<file path="src/rtl/rbm_input_sampler_pkg.sv">
// Shared definitions for the RBM input sampler and the hidden-layer benches.
package rbm_input_sampler_pkg;

  typedef enum logic [1:0] {
    ST_LOAD    = 2'd0,
    ST_HOLD    = 2'd1,
    ST_RELEASE = 2'd2
  } sampler_state_e;

  // Fibonacci taps x^8+x^6+x^5+x^4+1 map to register bits 7,5,4,3.
  localparam logic [7:0] LFSR_TAPS    = 8'hB8;
  localparam logic [7:0] DEFAULT_SEED = 8'd32;

  // One left shift with the tap parity fed into bit 0.
  function automatic logic [7:0] lfsr_step(input logic [7:0] s);
    return {s[6:0], ^(s & LFSR_TAPS)};
  endfunction

endpackage

</file>
<file path="src/rtl/rbm_lfsr.sv">
// 8-bit Fibonacci LFSR random source; an all-zero seed would lock up, so it is replaced by 1.
module rbm_lfsr
  import rbm_input_sampler_pkg::*;
(
  input  logic       clk_i,
  input  logic       rst_i,
  input  logic [7:0] seed_i,
  input  logic       en_i,
  output logic [7:0] lfsr_o
);

  logic [7:0] lfsr_q;
  logic [7:0] lfsr_d;

  // Next value is only committed when enabled.
  always_comb begin
    lfsr_d = lfsr_step(lfsr_q);
  end

  // Synchronous reload of the seed, otherwise advance on enable.
  always_ff @(posedge clk_i) begin
    if (rst_i) begin
      lfsr_q <= (seed_i == 8'd0) ? 8'd1 : seed_i;
    end else if (en_i) begin
      lfsr_q <= lfsr_d;
    end
  end

  assign lfsr_o = lfsr_q;

endmodule

</file>
<file path="src/rtl/rbm_input_sampler.sv">
// Serial pixel binariser feeding the RBM hidden layer.
//
//   state   | meaning
//   --------+-----------------------------------------------------------
//   LOAD    | accepting pixels, writing one bit of InputData per transfer
//   HOLD    | frame complete, InputData frozen, waiting for layer_finish
//   RELEASE | one-cycle layer_reset / frame_done pulse, then back to LOAD
module rbm_input_sampler
  import rbm_input_sampler_pkg::*;
#(
  parameter int                           general_input_dim = 15,
  parameter int                           sigmoid_bitlength = 8,
  parameter logic [7:0]                   SeedData          = DEFAULT_SEED,
  parameter logic [sigmoid_bitlength-1:0] Threshold         = 8'd128
) (
  input  logic                         clock,
  input  logic                         reset,
  input  logic                         mode,
  input  logic                         pixel_valid,
  input  logic [sigmoid_bitlength-1:0] PixelData,
  output logic                         pixel_ready,
  output logic [general_input_dim-1:0] InputData,
  output logic                         data_valid,
  input  logic                         layer_finish,
  output logic                         layer_reset,
  output logic                         frame_done
);

  localparam int IDX_W = (general_input_dim > 1) ? $clog2(general_input_dim) : 1;
  localparam logic [IDX_W-1:0] LAST_IDX = IDX_W'(general_input_dim - 1);

  sampler_state_e               state_q;
  logic [IDX_W-1:0]             idx_q;
  logic [general_input_dim-1:0] data_q;
  logic                         ready_q;
  logic                         valid_q;
  logic                         lreset_q;
  logic                         done_q;

  logic                         xfer;
  logic [7:0]                   lfsr_val;
  logic [sigmoid_bitlength-1:0] cmp;
  logic                         pixel_bit;

  // Transfer qualification and binarisation of the presented pixel.
  always_comb begin
    xfer      = pixel_valid && ready_q;
    cmp       = mode ? Threshold : sigmoid_bitlength'(lfsr_val);
    pixel_bit = (PixelData > cmp);
  end

  // Random source advances only when a stochastic sample consumed its current value.
  rbm_lfsr u_lfsr (
    .clk_i  (clock),
    .rst_i  (reset),
    .seed_i (SeedData),
    .en_i   (xfer && !mode),
    .lfsr_o (lfsr_val)
  );

  // Frame sequencer with registered handshake and pulse outputs.
  always_ff @(posedge clock) begin
    if (reset) begin
      state_q  <= ST_LOAD;
      idx_q    <= '0;
      data_q   <= '0;
      ready_q  <= 1'b1;
      valid_q  <= 1'b0;
      lreset_q <= 1'b0;
      done_q   <= 1'b0;
    end else begin
      case (state_q)
        ST_LOAD: begin
          if (xfer) begin
            data_q[idx_q] <= pixel_bit;
            if (idx_q == LAST_IDX) begin
              idx_q   <= '0;
              state_q <= ST_HOLD;
              ready_q <= 1'b0;
              valid_q <= 1'b1;
            end else begin
              idx_q <= idx_q + IDX_W'(1);
            end
          end
        end
        ST_HOLD: begin
          if (layer_finish) begin
            state_q  <= ST_RELEASE;
            valid_q  <= 1'b0;
            lreset_q <= 1'b1;
            done_q   <= 1'b1;
          end
        end
        ST_RELEASE: begin
          state_q  <= ST_LOAD;
          ready_q  <= 1'b1;
          lreset_q <= 1'b0;
          done_q   <= 1'b0;
        end
        default: begin
          state_q  <= ST_LOAD;
          idx_q    <= '0;
          ready_q  <= 1'b1;
          valid_q  <= 1'b0;
          lreset_q <= 1'b0;
          done_q   <= 1'b0;
        end
      endcase
    end
  end

  assign pixel_ready = ready_q;
  assign InputData   = data_q;
  assign data_valid  = valid_q;
  assign layer_reset = lreset_q;
  assign frame_done  = done_q;

endmodule
</file>
<file path="config.mk">
export PLATFORM = sky130hd
export DESIGN_NAME = rbm_input_sampler
export DESIGN_NICKNAME = d
export VERILOG_FILES = /design/src/rtl/rbm_input_sampler_pkg.sv /design/src/rtl/rbm_lfsr.sv /design/src/rtl/rbm_input_sampler.sv
export SDC_FILE = /design/constraint.sdc
export NUM_CORES = 1
export LEC_CHECK = 0
export CORE_ASPECT_RATIO = 0.6
export CORE_MARGIN = 2
export CORE_UTILIZATION = 45
export CTS_CLUSTER_SIZE = 28
export DETAILED_ROUTE_END_ITERATION = 10
export PLACE_DENSITY = 0.73
export SLEW_MARGIN = 10
export SYNTH_ARGS = -nofsm -noshare
export SYNTH_HDL_FRONTEND = slang
export SYNTH_SLANG_ARGS = --single-unit
</file>
<file path="constraint.sdc">
create_clock -name clock -period 2.75 [get_ports clock]
set_clock_uncertainty 0.15 [all_clocks]
set_input_delay 0.55 -clock clock [delete_from_list [all_inputs] [get_ports clock]]
set_output_delay 0.55 -clock clock [all_outputs]
set_load 0.02 [all_outputs]
</file>
==> results.md <==
* Critical path class: in -> reg
* Max-cap violations at 0
* Most frequent cell after synthesis: dfxtp_1
* Setup violators final at 0
* Drt via density at 5.20
* Run status: finished clean
* WL met2 at 1.38 mm
* Die H at roughly 52 um
* Max Fclk at 380 MHz
* Rel. slew slack at 0.603
* Period utilization at 0.957
* Final Worst Setup Slack at 117 ps
* Metal3 WL at 255 um
* Multi-input logic area at 971 um2
* Num rows at 17
* Synth Register Bits at 32
* IO Pins at 32
* Gr ovfl total at 0
* Post-synth EDFFs at 0
* DRC viols at 0
* Syn Inst Count at 204
* DR iter-0 viols at 83
* CTS buffer count at 5
* Final Cell Area at 2170 um2
* Placed Cells at 275
* Clock Sinks at 32
* Clock root buffer: clkbuf_8
* DR pass1 iterations at 4
* Post-synth top flop: dfxtp_1
* RSZ-0062 raised after global routing: false
* Routed met1 length at 1.95 mm
* Mean Syn Cell Area at 8.34 um2
* Worst path top cell family by delay: buffers and inverters
* Post-synthesis sequential area ratio at 0.377
* Worst hold-check path type: reg -> reg
* CP endpoint kind: flop
* Clock Path Buffers at 2
* Maximum vdd drop at 227 uV
* NumNets Final at 260
* Yosys cell types at 39
* Die extent in x at 83.4 um
* Crit-path max cell delay at about 570 ps
* Largest net degree at the start of global routing at 18
* Area contributors post-synth: dfxtp_1 38%, ha_1 8.1%, nand2_1 6.8%
* Reg area at ~640 um2
* Dominant cell type by area after synthesis: dfxtp_1
* CTS tree: built
* CTS H-tree lvls at 2
* First-pass GRT wire length at around 6.5 mm
* Final Hold Viols at 0
* Mapped Nets at 228
* Total Wirelength at 3.63 mm
* Placed instance area at 2040 um2
* Clk_lat worst skew at roughly 280 ps
* HPWL Detailed at approximately 2.6 mm
* Fillers at 328
* Non-Filler Instances at 284
* YS warnings at 0
* Crit path cell chain: clkdlybuf4s50_1 > nand2b_1 > ha_1 > nand4_1 > buf_4 > o31a_1 > o41ai_4 > buf_12 > o21ai_0
* Final min period at 2630 ps
* Buffers plus inverters on the worst setup path at 3
* Initial Utilization at 0.467
* Power, Total at 0.979 mW
* Synth top area share at 0.377
* Netlist Area Pre-Place at between 1500 and 2000 um2
* Routed Antenna Nets at 0
* Layout Utilization at 0.596
* Die area at 4300 um2
* Overall Global Routing Usage at 0.191
* IO buf count at 31
* Antenna diode count at 0
* Slowest CP cell: clkdlybuf4s50_1
* Synth cell count leaders: 32 x dfxtp_1, 31 x nand2_1, 16 x a21oi_1
* Asr flop ratio synth at 0
* Slew @ Worst Pin at roughly 600 ps
* Setup_tns at 0 ps
* Antenna violations before repair at 0
* Total core area at 3640 um2
* Placer Congestion at between 0.8 and 0.9
* Crit-path max FO at 15
* Slew Limit Fails at 0
* Vias in the first global route at 1456
* Arrival @ worst endpoint at 2650 ps
* Worst Setup Start Kind: input port
* Layout cell share with drive strength beyond 1 at 0.0844
* Pre-CTS WS at -717 ps
* Worst EP required at 2770 ps
* Uppermost routed layer: met4
* Layout area overhead at 27.6%
* P_leak at 0.787 nW
* Power Density at 451 nW/um2
* Reg clk slew, reported paths at 60 ps
* WHS at 308 ps
* Vias at 1477
* Per-cell routed wire length at 12.8 um
## cells by family after synthesis
group,count (synthesis),share of synthesized area
mux,9,0.0530
buf+inv,22,0.0618
xor+xnor,3,0.0155
flops,32,0.377
compound gates,48,0.174
fa+ha+maj,11,0.0809
simple gates,79,0.238
## power by group
part           total, mW  switching [mW]  internal [mW]
Combinational      0.125          0.0640         0.0612
Clock              0.368           0.165          0.204
Sequential         0.486          0.0124          0.473
Total              0.979           0.241          0.738
## timing repair
action                                  CTS  global route
endpoints found under the hold margin     0             0
endpoints found under the setup margin   15             3
buffers inserted                          1             0
resized for setup                         1             1
pin swaps                                 1             0
hold buffers                              0             0
## layer usage
| layer | GRT usage | up-vias |
|---|---|---|
| met4 | 0.0492 | 0 |
| met3 | 0.0683 | 6 |
| met2 | 0.294 | 38 |
| met1 | 0.258 | 649 |
| li1 | - | 784 |
| met5 | 0 | - |
## worst paths after layout
check                                               start                    endpoint  slack, ps  depth (start not counted)
worst max register to register    state_q[0]$_SDFFE_PP0P_       idx_q[2]$_SDFFE_PP0P_        710                          6
worst min register to register  InputData[8]$_SDFFE_PP0P_   InputData[8]$_SDFFE_PP0P_        310                          2
worst min-delay path            InputData[8]$_SDFFE_PP0P_   InputData[8]$_SDFFE_PP0P_        310                          2
worst max-delay path                                 mode  InputData[13]$_SDFFE_PP0P_        120                          9
## sequential cells by signal, indices dropped and copies added, names as in the netlist
name           count
pixel_ready        1
frame_done         1
idx_q              4
u_lfsr.lfsr_o      8
state_q            2
InputData         15
data_valid         1
## placed cells by master (no fill, tap or decap), types with 2 or more instances in the layout
cell	Yosys	layout
a211oi_1	3	2
a21boi_0	2	2
a21oi_1	16	16
buf_4	2	6
clkbuf_1	4	2
clkbuf_8	0	6
clkdlybuf4s50_1	0	31
dfxtp_1	32	32
ha_1	11	11
inv_1	8	8
mux2i_1	9	9
nand2_1	31	31
nand2b_1	9	9
nand3_1	9	9
nor2_1	8	8
nor2b_1	2	2
nor3_1	4	4
nor4_1	4	4
o211ai_1	3	3
o21ai_0	14	14
o31ai_1	4	4
o32ai_1	2	2
or3_1	2	2
or4_1	2	2
xnor2_1	3	3
## cell type report
class,instances,area share
flip-flops and latches,32,0.295
repair buffers,38,0.173
multi-input cells,150,0.448
well taps,47,0.0271
inverters,9,0.0156
clock buffers,8,0.0415
## worst register-to-register path: cells and delay by family, from the launching register on
family | cells | cell delay (ps)
simple gates | 1 | 260
compound gates | 3 | 790
flops | 1 | 330
fa+ha+maj | 1 | 330
buf+inv | 1 | 90
Note: power is estimated with default switching activity, not from simulation.
